===== src/rtl/mem_align_stage_if.sv =====
// rtl/mem_align_stage_if.sv - data-memory request/response bus for mem_align_stage
//
// Purpose: groups the data-memory handshake between the memory stage and the
// data memory into one bundle.
// Ports (signals):
//   DMemReq    request valid (stage -> memory)
//   DMemAddr   word-aligned byte address (stage -> memory)
//   DMemWE     byte-lane write enables, bit 3 = bits 31:24 (stage -> memory)
//   DMemWData  lane-replicated store data (stage -> memory)
//   DMemReady  memory accepts write / returns read data this cycle (memory -> stage)
//   DMemRData  read data, valid with DMemReady on a read (memory -> stage)
// Modports: master = memory stage, slave = data memory.

interface mem_align_stage_if;
  logic        DMemReq;
  logic [31:0] DMemAddr;
  logic [3:0]  DMemWE;
  logic [31:0] DMemWData;
  logic        DMemReady;
  logic [31:0] DMemRData;

  modport master (
    output DMemReq, DMemAddr, DMemWE, DMemWData,
    input  DMemReady, DMemRData
  );

  modport slave (
    input  DMemReq, DMemAddr, DMemWE, DMemWData,
    output DMemReady, DMemRData
  );
endinterface


===== src/rtl/mem_align_stage.sv =====
// rtl/mem_align_stage.sv - MIPS memory stage: load/store alignment and data-memory handshake
//
// Purpose: registers the execute-stage memory op (E->M), drives big-endian
// byte-lane enables and replicated store data, stalls while memory is not
// ready, and registers sign/zero-extended load data into writeback.
// Ports:
//   clk, rst_n                 clock, synchronous active-low reset
//   ValidE, MemReadE, MemWriteE execute-stage op qualifiers
//   MaskControlE[1:0]          store size (00 none, 01 SB, 10 SH, 11 SW)
//   LoadTypeE[2:0]             load type (1 LB, 2 LH, 3 LW, 4 LBU, 5 LHU)
//   ALUOutE, WriteDataE        effective byte address, right-justified store data
//   dmem                       data-memory bus (master side)
//   StallM                     freeze earlier stages while memory is busy
//   MisalignM                  one-cycle misaligned-access exception pulse
//   ValidW, ReadDataW          writeback-stage result

module mem_align_stage (
  input  logic               clk,
  input  logic               rst_n,
  input  logic               ValidE,
  input  logic               MemReadE,
  input  logic               MemWriteE,
  input  logic [1:0]         MaskControlE,
  input  logic [2:0]         LoadTypeE,
  input  logic [31:0]        ALUOutE,
  input  logic [31:0]        WriteDataE,
  mem_align_stage_if.master  dmem,
  output logic               StallM,
  output logic               MisalignM,
  output logic               ValidW,
  output logic [31:0]        ReadDataW
);

  localparam logic [0:0] ST_RUN  = 1'b0;
  localparam logic [0:0] ST_WAIT = 1'b1;

  localparam logic [1:0] MK_SB = 2'b01;
  localparam logic [1:0] MK_SH = 2'b10;
  localparam logic [1:0] MK_SW = 2'b11;

  localparam logic [2:0] LT_LB  = 3'd1;
  localparam logic [2:0] LT_LH  = 3'd2;
  localparam logic [2:0] LT_LW  = 3'd3;
  localparam logic [2:0] LT_LBU = 3'd4;
  localparam logic [2:0] LT_LHU = 3'd5;

  // E->M pipeline register
  logic        valid_m;
  logic        rd_m;
  logic        wr_m;
  logic [1:0]  mask_m;
  logic [2:0]  ltype_m;
  logic [31:0] addr_m;
  logic [31:0] wdata_m;

  logic [0:0]  state_q;
  logic [0:0]  state_d;

  logic        st_op;
  logic        ld_op;
  logic        misalign;
  logic        access;
  logic [7:0]  ld_byte;
  logic [15:0] ld_half;
  logic [31:0] ld_ext;

  // Store wins when both read and write are set; a store with no size is
  // treated as a non-memory op so it never raises a request.
  assign st_op = valid_m && wr_m && (mask_m != 2'b00);
  assign ld_op = valid_m && !wr_m && rd_m &&
                 (ltype_m >= LT_LB) && (ltype_m <= LT_LHU);

  always_comb begin
    misalign = 1'b0;
    if (st_op) begin
      if (mask_m == MK_SH)      misalign = addr_m[0];
      else if (mask_m == MK_SW) misalign = (addr_m[1:0] != 2'b00);
    end else if (ld_op) begin
      if (ltype_m == LT_LH || ltype_m == LT_LHU) misalign = addr_m[0];
      else if (ltype_m == LT_LW)                 misalign = (addr_m[1:0] != 2'b00);
    end
  end

  assign access    = (st_op || ld_op) && !misalign;
  assign MisalignM = misalign;
  assign StallM    = access && !dmem.DMemReady;

  // Memory-side outputs depend only on M state and DMemReady; the M register
  // holds during a stall, so address, data and enables stay stable in WAIT.
  assign dmem.DMemReq  = access;
  assign dmem.DMemAddr = {addr_m[31:2], 2'b00};

  always_comb begin
    dmem.DMemWE    = 4'b0000;
    dmem.DMemWData = 32'h0;
    if (access && st_op) begin
      case (mask_m)
        MK_SB: begin
          dmem.DMemWE    = 4'b1000 >> addr_m[1:0];
          dmem.DMemWData = {4{wdata_m[7:0]}};
        end
        MK_SH: begin
          dmem.DMemWE    = addr_m[1] ? 4'b0011 : 4'b1100;
          dmem.DMemWData = {2{wdata_m[15:0]}};
        end
        default: begin
          dmem.DMemWE    = 4'b1111;
          dmem.DMemWData = wdata_m;
        end
      endcase
    end
  end

  // Big-endian lane select: offset 0 is the most significant byte.
  always_comb begin
    case (addr_m[1:0])
      2'd0:    ld_byte = dmem.DMemRData[31:24];
      2'd1:    ld_byte = dmem.DMemRData[23:16];
      2'd2:    ld_byte = dmem.DMemRData[15:8];
      default: ld_byte = dmem.DMemRData[7:0];
    endcase
    ld_half = addr_m[1] ? dmem.DMemRData[15:0] : dmem.DMemRData[31:16];
    case (ltype_m)
      LT_LB:   ld_ext = {{24{ld_byte[7]}}, ld_byte};
      LT_LBU:  ld_ext = {24'h0, ld_byte};
      LT_LH:   ld_ext = {{16{ld_half[15]}}, ld_half};
      LT_LHU:  ld_ext = {16'h0, ld_half};
      default: ld_ext = dmem.DMemRData;
    endcase
  end

  always_comb begin
    state_d = state_q;
    case (state_q)
      ST_RUN:  if (access && !dmem.DMemReady) state_d = ST_WAIT;
      default: if (dmem.DMemReady)            state_d = ST_RUN;
    endcase
  end

  always_ff @(posedge clk) begin
    if (!rst_n) begin
      state_q <= ST_RUN;
      valid_m <= 1'b0;
      rd_m    <= 1'b0;
      wr_m    <= 1'b0;
      mask_m  <= 2'b00;
      ltype_m <= 3'd0;
      addr_m  <= 32'h0;
      wdata_m <= 32'h0;
    end else begin
      state_q <= state_d;
      if (!StallM) begin
        valid_m <= ValidE;
        rd_m    <= MemReadE;
        wr_m    <= MemWriteE;
        mask_m  <= MaskControlE;
        ltype_m <= LoadTypeE;
        addr_m  <= ALUOutE;
        wdata_m <= WriteDataE;
      end
    end
  end

  // Completion happens on the edge where the op is in M and not stalled;
  // misaligned ops retire silently with no writeback.
  always_ff @(posedge clk) begin
    if (!rst_n) begin
      ValidW    <= 1'b0;
      ReadDataW <= 32'h0;
    end else begin
      ValidW <= valid_m && !misalign && !StallM;
      if (ld_op && !misalign && !StallM) ReadDataW <= ld_ext;
    end
  end

endmodule


===== src/flat_wrapper.sv =====
// flat-port wrapper written by rule: the top's interface ports become plain ports
module mem_align_stage_flat 
  (clk, rst_n, ValidE, MemReadE, MemWriteE, MaskControlE, LoadTypeE, ALUOutE, WriteDataE, StallM, MisalignM, ValidW, ReadDataW, dmem_DMemReq, dmem_DMemAddr, dmem_DMemWE, dmem_DMemWData, dmem_DMemReady, dmem_DMemRData);
  mem_align_stage_if dmem_i ();
  input  logic clk;
  input  logic rst_n;
  input  logic ValidE;
  input  logic MemReadE;
  input  logic MemWriteE;
  input  logic [1:0] MaskControlE;
  input  logic [2:0] LoadTypeE;
  input  logic [31:0] ALUOutE;
  input  logic [31:0] WriteDataE;
  output logic StallM;
  output logic MisalignM;
  output logic ValidW;
  output logic [31:0] ReadDataW;
  output wire logic [$bits(dmem_i.DMemReq)-1:0] dmem_DMemReq;
  output wire logic [$bits(dmem_i.DMemAddr)-1:0] dmem_DMemAddr;
  output wire logic [$bits(dmem_i.DMemWE)-1:0] dmem_DMemWE;
  output wire logic [$bits(dmem_i.DMemWData)-1:0] dmem_DMemWData;
  input wire logic [$bits(dmem_i.DMemReady)-1:0] dmem_DMemReady;
  input wire logic [$bits(dmem_i.DMemRData)-1:0] dmem_DMemRData;
  assign dmem_DMemReq = dmem_i.DMemReq;
  assign dmem_DMemAddr = dmem_i.DMemAddr;
  assign dmem_DMemWE = dmem_i.DMemWE;
  assign dmem_DMemWData = dmem_i.DMemWData;
  assign dmem_i.DMemReady = dmem_DMemReady;
  assign dmem_i.DMemRData = dmem_DMemRData;
  mem_align_stage u_core (.clk(clk), .rst_n(rst_n), .ValidE(ValidE), .MemReadE(MemReadE), .MemWriteE(MemWriteE), .MaskControlE(MaskControlE), .LoadTypeE(LoadTypeE), .ALUOutE(ALUOutE), .WriteDataE(WriteDataE), .dmem(dmem_i), .StallM(StallM), .MisalignM(MisalignM), .ValidW(ValidW), .ReadDataW(ReadDataW));
endmodule

===== config.mk =====
export PLATFORM = sky130hd
export DESIGN_NAME = mem_align_stage_flat
export DESIGN_NICKNAME = d
export VERILOG_FILES = /design/src/rtl/mem_align_stage_if.sv /design/src/rtl/mem_align_stage.sv /design/src/flat_wrapper.sv
export SDC_FILE = /design/constraint.sdc
export NUM_CORES = 1
export LEC_CHECK = 0
export ABC_AREA = 1
export CORE_MARGIN = 2
export CORE_UTILIZATION = 49
export CTS_CLUSTER_SIZE = 28
export DETAILED_ROUTE_END_ITERATION = 12
export HOLD_SLACK_MARGIN = 0.03
export PLACE_DENSITY = 0.86
export SLEW_MARGIN = 20
export SYNTH_ARGS = -nofsm -noshare
export SYNTH_HDL_FRONTEND = slang
export SYNTH_SLANG_ARGS = --single-unit

===== constraint.sdc =====
create_clock -name clk -period 3.8 [get_ports clk]
set_clock_uncertainty 0.05 [all_clocks]
set_input_delay 1.14 -clock clk [delete_from_list [all_inputs] [get_ports clk]]
set_output_delay 1.14 -clock clk [all_outputs]
set_load 0.01 [all_outputs]

==> results of run 1 <==
worst paths after layout:
check | slack, ps | from | to
worst max register to register | 900 | u_core.mask_m[1]$_SDFFE_PN0N_ | u_core.wdata_m[11]$_SDFFE_PN0N_
worst min-delay path | 430 | u_core.valid_m$_SDFFE_PN0N_ | u_core.ValidW$_SDFF_PN0_
worst max-delay path | 130 | dmem_DMemReady | StallM
worst min register to register | 430 | u_core.valid_m$_SDFFE_PN0N_ | u_core.ValidW$_SDFF_PN0_
power by group through the flow:
stage | Sequential (W) | Combinational [W] | Clock [W]
floorplan | 0.00120 | 0.000294 | 0
finish | 0.00119 | 0.000521 | 0.00101
global placement | 0.00121 | 0.000507 | 0
global route | 0.00119 | 0.000577 | 0.00107
CTS | 0.00119 | 0.000516 | 0.00103
detailed placement | 0.00121 | 0.000510 | 0
registers in the layout, summed over array words and instances, names as in the netlist:
name and cells:
u_core.ReadDataW 32, u_core.addr_m 32, u_core.wdata_m 32, u_core.ltype_m 3, u_core.mask_m 2, u_core.ValidW 1
u_core.rd_m 1, u_core.valid_m 1, u_core.wr_m 1
area by class of cell:
| type | instances | area [sq um] |
|---|---|---|
| Fill cell | 1073 | 3690 |
| Inverter | 146 | 556 |
| Clock inverter | 5 | 86.3 |
| Multi-Input combinational cell | 686 | 2860 |
| Timing Repair Buffer | 233 | 2300 |
| Tap cell | 147 | 184 |
| Clock buffer | 11 | 233 |
| Sequential cell | 105 | 2110 |
placed cells by master, fill, tap and decap left out, types with 3 or more instances in the layout:
| master | count |
|---|---|
| buf_4 | 24 |
| nand4_1 | 4 |
| nand3_1 | 61 |
| clkbuf_16 | 9 |
| inv_1 | 141 |
| o211ai_1 | 9 |
| inv_2 | 3 |
| ha_1 | 3 |
| nand2_2 | 3 |
| nor2_1 | 239 |
| dfxtp_1 | 101 |
| a21oi_1 | 22 |
| dfxtp_2 | 4 |
| dlymetal6s2s_1 | 4 |
| o221ai_1 | 8 |
| nand2_1 | 323 |
| clkdlybuf4s50_1 | 202 |
worst reg2reg max path, delay by kind of cell (launching register included):
| family | cells | cell delay [ps] |
|---|---|---|
| simple gates | 6 | 790 |
| buf+inv | 4 | 1390 |
| flops | 1 | 390 |
| fa+ha+maj | 1 | 170 |
repair_timing:
action / 4_1_cts / 5_1_grt
resized for setup: 1 / 12
gates cloned: 0 / 0
pin swaps: 1 / 1
buffers inserted: 2 / 3
setup endpoints to repair: 36 / 35
layer usage:
metal | vias up | share of wire, % | global-route usage [%]
li1 | 3310 | - | -
met3 | 37 | 8.8 | 6.22
met1 | 2805 | 40 | 30.2
met5 | - | 0 | 0
met4 | 0 | 3.1 | 13.3
met2 | 275 | 48 | 42.5
kinds of logic (layout without fill, tap and decap cells):
kind of cell,Yosys count,in the layout,share of synthesized area [%]
AOI/OAI and AO/OA,43,43,4.62
adders and majority gates,4,4,0.833
DFF,105,105,35.0
and+or+nand+nor,637,637,41.8
other,1,2,0.0624
buffers and inverters,230,395,17.7
metrics by stage:
stage / instances / setup slack [ps]
5_1_grt: 1333 / 13.6
3_3_place_gp: 1312 / 139
4_1_cts: 1330 / 17.2
2_1_floorplan: 1021 / 850
6_report: 1333 / 132
3_5_place_dp: 1312 / 142
==> flow_summary.json, run 1 <==
{
  "grt_pass1_wl_microns": 26600,
  "synthCells": 1020,
  "clock_latency_ps": 360,
  "numPortBuffers": 208,
  "slew-limit-headroom_pct": 37.6,
  "combPwrFrac_pct": 19.2,
  "post-route-util_pct": 69.3,
  "ir_drop_mv": 0.303,
  "async_reset_ff_share_pct": 0,
  "ys_top_cells_by_area": "dfxtp_1 35%, nand2_1 20%, nor2_1 15%, inv_1 8.8%, nand3_1 5.2%",
  "worst_pin_slew_ps": 937,
  "die_h_microns": 115,
  "critPathCaptureType": "output port",
  "synth-seq-area-share_pct": 35.0,
  "vias": 6427,
  "crit_path_max_fanout": 2,
  "grt_max_degree": 103,
  "start_kind": "input port",
  "rows": 40,
  "drt_iter0_markers": 460,
  "total_leakage_power_nw": 4.56,
  "insertedDiodeCount": 0,
  "yosysWarnings": 0,
  "path_class": "input port to output port",
  "hold_viol_final": 0,
  "synth_seq_cells": 105,
  "hold_ws_ps": 431,
  "critPathArrivalTime_ps": 2480,
  "place_congestion": 0.892,
  "synth-edff-count": 0,
  "seq_power_share_pct": 43.8,
  "hpwl_microns": 12100,
  "cts_buffer_depth": 2,
  "first_global_vias": 5653,
  "dieArea_sq_um": 13200,
  "finalSetupViolCount": 0,
  "cts_made_buffers": 9,
  "min_period_ps": 3670,
  "cap_violations": 0,
  "synthFlopType": "dfxtp_1",
  "clk_pin_slew_ps": 70,
  "fin_setup_tns_ps": 0,
  "finalPower_w": 0.00271,
  "drive_gt1_share_pct": 5.06,
  "synth_common_cells": "323 x nand2_1, 239 x nor2_1, 141 x inv_1, 105 x dfxtp_1, 62 x nand3_1",
  "netlist_area_sq_um": 6010,
  "crit_family": "buffers and inverters",
  "cp_slowest_cell": "clkdlybuf4s50_1",
  "slew_violations": 0,
  "cts_root_buffer": "clkbuf_16",
  "initial_utilization_pct": 50.0,
  "drc_errors": 0,
  "hold_depth": 2,
  "synth_top_cell_by_area": "dfxtp_1",
  "yosysMostFrequentCell": "nand2_1",
  "ant_nets": 0,
  "rsz0062_at_grt": "no",
  "p_per_area_nw_per_um2": 326,
  "p_switching_w": 0.000724,
  "placed_cell_area_sq_um": 7920,
  "io_pins": 211,
  "ys_types": 29,
  "vias_per_cell": 4.82,
  "p_int_w": 0.00199,
  "path_buf_inv": 4,
  "p_sw_share_pct": 26.7,
  "status": "finished, final reports clean",
  "grt_usage_pct": 25.4,
  "cp.depth": 5,
  "clock.fmax_mhz": 273,
  "clockPowerShare_pct": 37.1,
  "yosysTopAreaCellShare_pct": 35.0,
  "reg2reg_depth": 11,
  "die_w_microns": 115,
  "crit_chain": "clkdlybuf4s50_1 -> inv_1 -> nand4_1 -> inv_1 -> clkdlybuf4s50_1",
  "cts_hold_buf": 0,
  "cts.sinks": 105,
  "grt_antenna_before_repair": 0,
  "overflow": 0,
  "routed_wl_microns": 16900,
  "syn_area_per_cell_sq_um": 5.89,
  "final_area_sq_um": 8320,
  "hold_path_class": "flip-flop to flip-flop",
  "placeableCoreArea_sq_um": 12000,
  "htree_num_levels": 3,
  "tritoncts": "built",
  "cp_data_required_time_ps": 2610,
  "layout.nets": 1292,
  "area.growth.synth_to_final_pct": 38.5,
  "post-route-period-util_pct": 96.5,
  "cpPeakStageDelay_ps": 540,
  "drtPass1Iterations": 5,
  "avgRoutedWirePerCell_microns": 12.7
}
Power figures use the tool's default switching activity.
==> run 2: changes to the inputs <==
CORE_ASPECT_RATIO = 1.25   (was unset)
==> run 2 against run 1 <==
Compared with the run above:
- via count fell by 1.7%
- core utilization is 0.54 points lower
- power down 3.1%
- critical path depth grew 6
- wire length is 1.1% lower
- sequential power barely moved
- die area about the same
- clock power decreased by 8%
- combinational power fell by 1%
- first-iteration DRC count is 42% lower
- sequential share of layout area increased by 0.088 points
- largest power group unchanged
- highest routed layer unchanged
==> flow_summary.json, run 2 (synthesis gave the netlist of run 1 again) <==
{
  "crit_path_max_fanout": 6,
  "layout.nets": 1290,
  "hpwl_microns": 12000,
  "dieArea_sq_um": 13200,
  "avgRoutedWirePerCell_microns": 12.4,
  "drt_iter0_markers": 267,
  "first_global_vias": 5617,
  "slew_violations": 0,
  "hold_ws_ps": 434,
  "drc_errors": 0,
  "cp_slowest_cell": "clkdlybuf4s50_1",
  "grt_antenna_before_repair": 0,
  "timing.critical_path.mode_cell": "nand2_1",
  "routed_wl_microns": 16700,
  "cts_root_buffer": "clkbuf_16",
  "fin_setup_tns_ps": 0,
  "die_w_microns": 103,
  "crit-reg2reg-launch": "u_core.mask_m[1]$_SDFFE_PN0N_",
  "htree_num_levels": 3,
  "cts_buffer_depth": 2,
  "clk_pin_slew_ps": 80,
  "final_cell_mix": "323 x nand2_1, 238 x nor2_1, 202 x clkdlybuf4s50_1",
  "dp.cells": 1328,
  "numPortBuffers": 208,
  "critPathCaptureType": "output port",
  "crit_family": "buffers and inverters",
  "vias_per_cell": 4.69,
  "slew-limit-headroom_pct": 41.1,
  "drtPass1Iterations": 5,
  "io_pins": 211,
  "biggestRegsByFlops": "u_core.ReadDataW: 32 flops, u_core.addr_m: 32 flops, u_core.wdata_m: 32 flops",
  "cap_violations": 0,
  "final_common_cell": "nand2_1",
  "ant_nets": 0,
  "insertedDiodeCount": 0,
  "vias": 6317,
  "crit_chain": "o21ai_1 -> nand2_1 -> nand2_1 -> inv_2 -> nand2_2 -> nand2_2 -> nor2_4 -> buf_4 -> nand2_1 -> a21oi_1 -> clkdlybuf4s50_1",
  "place_congestion": 0.920,
  "path_buf_inv": 3,
  "p_per_area_nw_per_um2": 317,
  "grt_usage_pct": 24.7,
  "path_class": "flip-flop to output port",
  "cts_hold_buf": 0,
  "hold_path_class": "flip-flop to flip-flop",
  "clock_latency_ps": 340,
  "placeableCoreArea_sq_um": 12000,
  "total_leakage_power_nw": 4.56,
  "die_h_microns": 128,
  "stdcell_count": 1348,
  "overflow": 0,
  "cpPeakStageDelay_ps": 580,
  "area.growth.synth_to_final_pct": 37.9,
  "min_period_ps": 3660,
  "drive_gt1_share_pct": 4.81,
  "grt_pass1_wl_microns": 25800,
  "rsz0062_at_grt": "no",
  "grt_max_degree": 86,
  "cts.sinks": 105,
  "critPathArrivalTime_ps": 2470,
  "tritoncts": "built",
  "crit_start": "u_core.ltype_m[2]$_SDFFE_PN0N_",
  "worst_pin_slew_ps": 883,
  "post-route-period-util_pct": 96.3,
  "status": "finished, final reports clean",
  "cp_data_required_time_ps": 2610,
  "post-route-util_pct": 68.7,
  "cts_made_buffers": 9,
  "start_kind": "flip-flop",
  "ff2ff_setup_slack_ps": 970,
  "ir_drop_mv": 0.213,
  "clock.fmax_mhz": 273,
  "finalSetupViolCount": 0,
  "min_from": "u_core.addr_m[9]$_SDFFE_PN0N_",
  "rows": 45,
  "initial_utilization_pct": 49.9,
  "hold_viol_final": 0
}
run 2: layer usage:
metal | up-vias | global-route usage [%] | part of all wire, %
met5 | - | 0 | 0
li1 | 3310 | - | -
met3 | 34 | 5.83 | 8.0
met1 | 2726 | 28.6 | 39
met4 | 0 | 10.2 | 3.1
met2 | 247 | 42.9 | 50
run 2: area by class of cell:
| class | count | area [sq um] |
|---|---|---|
| Fill cell | 1115 | 3770 |
| Timing Repair Buffer | 231 | 2270 |
| Sequential cell | 105 | 2100 |
| Inverter | 146 | 552 |
| Tap cell | 164 | 205 |
| Clock buffer | 10 | 239 |
| Clock inverter | 6 | 61.3 |
| Multi-Input combinational cell | 686 | 2860 |
run 2: final timing paths:
kind | cells past startpoint | end
setup / recovery | 11 | dmem_DMemWData[12]
setup reg to reg | 11 | u_core.wdata_m[17]$_SDFFE_PN0N_
hold / removal | 2 | u_core.addr_m[9]$_SDFFE_PN0N_
hold reg to reg | 2 | u_core.addr_m[9]$_SDFFE_PN0N_
run 2: power by group:
group	total (W)	internal [W]	switching, W
sequential	0.00119	0.00115	0.0000327
clock	0.000929	0.000478	0.000451
combinational	0.000516	0.000249	0.000267
total	0.00263	0.00188	0.000751
run 2: metrics by stage:
step                      worst slack [ps]  total power (W)  area (sq um)
after floorplan                        850          0.00150          6010
after global placement                 193          0.00171          7930
after detailed placement               193          0.00172          7930
after CTS                             16.5          0.00265          8240
after global routing                  18.9          0.00275          8280
final                                  139          0.00263          8280
run 2: repair_timing:
action,CTS,global route
gates resized for setup,1,9
buffers inserted,1,2
cloned,0,1
setup endpoints to repair,16,36
pin swaps,1,1
run 2: worst min-delay path, delay by kind of cell (launching register included):
family	cells	cell delay, ps
flops	1	330
simple gates	2	120
==> run 3: changes to the inputs <==
GPL_TIMING_DRIVEN = 0   (was unset)
==> run 3 against run 2 <==
Compared with the run above:
- die area is the same
- wire length grew 7.4%
- sequential cell count is the same
- combinational power grew 7.0%
- sequential share of layout area shrank 1.1 points
- worst setup slack lost 31 ps
- core utilization grew 3.2 points
- clock power shrank 0.8%
- via count grew 6.3%
- critical path depth is the same
- cell count grew 4.5%
- largest power group unchanged
==> flow_summary.json, run 3 (synthesis gave the netlist of run 1 again) <==
{
  "p_sw_share_pct": 29.1,
  "hold_viol_final": 0,
  "final_area_sq_um": 8670,
  "ir_drop_mv": 0.190,
  "clockPowerShare_pct": 34.7,
  "hold_ws_ps": 434,
  "placeableCoreArea_sq_um": 12000,
  "vias_per_cell": 4.77,
  "placed_cell_area_sq_um": 8290,
  "crit_path_max_fanout": 10,
  "numPortBuffers": 207,
  "cts.sinks": 105,
  "drive_gt1_share_pct": 8.11,
  "initial_utilization_pct": 49.9,
  "total_leakage_power_nw": 5.06,
  "layout.nets": 1351,
  "tritoncts": "built",
  "avgRoutedWirePerCell_microns": 12.8,
  "combPwrFrac_pct": 20.8,
  "rows": 45,
  "grt_max_degree": 20,
  "drtPass1Iterations": 5,
  "rsz0062_at_grt": "yes",
  "biggestRegsByFlops": "u_core.ReadDataW: 32 flops, u_core.addr_m: 32 flops, u_core.wdata_m: 32 flops",
  "cts_buffer_depth": 2,
  "cts_hold_buf": 0,
  "cts_made_buffers": 9,
  "critPathArrivalTime_ps": 2500,
  "crit-reg2reg-launch": "u_core.addr_m[1]$_SDFFE_PN0N_",
  "clock.fmax_mhz": 271,
  "grt_pass1_wl_microns": 28400,
  "p_switching_w": 0.000773,
  "hpwl_microns": 13800,
  "clock_latency_ps": 350,
  "insertedDiodeCount": 0,
  "overflow": 0,
  "fin_setup_tns_ps": 0,
  "area.growth.synth_to_final_pct": 44.3,
  "final_cell_mix": "323 x nand2_1, 239 x nor2_1, 179 x clkdlybuf4s50_1",
  "dp.cells": 1392,
  "nFillCells": 1091,
  "seq_power_share_pct": 44.6,
  "io_pins": 211,
  "min_period_ps": 3690,
  "reg2reg_depth": 9,
  "die_w_microns": 103,
  "die_h_microns": 128,
  "hold_path_class": "flip-flop to flip-flop",
  "status": "finished, final reports clean",
  "path_class": "flip-flop to output port",
  "grt_usage_pct": 27.2,
  "final_common_cell": "nand2_1",
  "cts_root_buffer": "clkbuf_16",
  "stdcell_count": 1409,
  "first_global_vias": 6137,
  "critPathCaptureType": "output port",
  "hold_depth": 2,
  "finalSetupViolCount": 0,
  "p_int_w": 0.00189,
  "grt_antenna_before_repair": 0,
  "routed_wl_microns": 18000,
  "vias": 6715,
  "ff2ff_setup_slack_ps": 1680,
  "clk_pin_slew_ps": 80,
  "multiInputGateArea_sq_um": 2870,
  "holdPathEnd": "u_core.addr_m[20]$_SDFFE_PN0N_",
  "slew_violations": 0,
  "ant_nets": 0,
  "post-route-period-util_pct": 97.2,
  "start_kind": "flip-flop",
  "finalPower_w": 0.00266,
  "dieArea_sq_um": 13200,
  "drc_errors": 0,
  "min_from": "u_core.addr_m[20]$_SDFFE_PN0N_",
  "htree_num_levels": 3,
  "worst_pin_slew_ps": 664,
  "cp_data_required_time_ps": 2610,
  "cap_violations": 0,
  "drt_iter0_markers": 253,
  "slew-limit-headroom_pct": 55.7,
  "p_per_area_nw_per_um2": 307,
  "seq_area_sq_um": 2110,
  "place_congestion": 0.965,
  "regToRegEndpoint": "u_core.ReadDataW[11]$_SDFFE_PN0P_"
}
[run 3: worst max-delay path by stage]
stage	slack, ps	startpoint	cells past startpoint	end
3_3_place_gp	-200	dmem_DMemReady	8	StallM
4_1_cts	4	u_core.mask_m[0]$_SDFFE_PN0N_	11	dmem_DMemWData[27]
2_1_floorplan	850	u_core.mask_m[0]$_SDFFE_PN0N_	7	dmem_DMemWData[16]
5_1_grt	-30	u_core.mask_m[1]$_SDFFE_PN0N_	11	dmem_DMemWData[21]
6_report	110	u_core.mask_m[0]$_SDFFE_PN0N_	11	dmem_DMemWData[21]
3_5_place_dp	-190	dmem_DMemReady	8	StallM
[run 3: power by group through the flow]
stage	clock (W)	sequential, W	combinational [W]
2_1_floorplan	0	0.00120	0.000294
3_3_place_gp	0	0.00121	0.000534
3_5_place_dp	0	0.00121	0.000538
4_1_cts	0.000936	0.00118	0.000546
5_1_grt	0.000982	0.00119	0.000607
6_report	0.000922	0.00119	0.000552
[run 3: layer usage]
layer / GRT usage, % / up-vias / part of all wire, %
li1: - / 3439 / -
met4: 12.1 / 0 / 3.8
met5: 0 / - / 0
met1: 31.7 / 2943 / 39
met3: 5.29 / 47 / 8.1
met2: 47.4 / 286 / 49
[run 3: worst max-delay path, stage by stage (launching register included)]
cell	delay, ps
dfxtp_2	360
inv_1	70
ha_1	260
inv_4	70
nand2_1	50
nand3_1	140
nand2_2	110
nor2_4	180
buf_4	190
nand3_1	80
nand2_1	110
clkdlybuf4s50_1	540
[run 3: metrics by stage]
stage | utilization, % | worst slack, ps
detailed placement | 68.8 | -194
finish | 71.9 | 108
CTS | 71.5 | 3.77
global route | 71.9 | -32.2
global placement | 68.8 | -199
floorplan | - | 850
[run 3: repair_timing]
action | CTS | global route
pin swaps | 1 | 0
setup buffers | 3 | 0
endpoints found under the setup margin | 37 | 27
resized for setup | 19 | 28
[run 3: area by class of cell]
class | instances | area share [%]
plain buffers | 82 | 5.86
clock buffers | 10 | 2.64
clock inverters | 6 | 0.707
inverters | 146 | 6.45
multi-input cells | 686 | 33.1
flip-flops and latches | 105 | 24.3
well taps | 164 | 2.37
repair buffers | 210 | 24.6
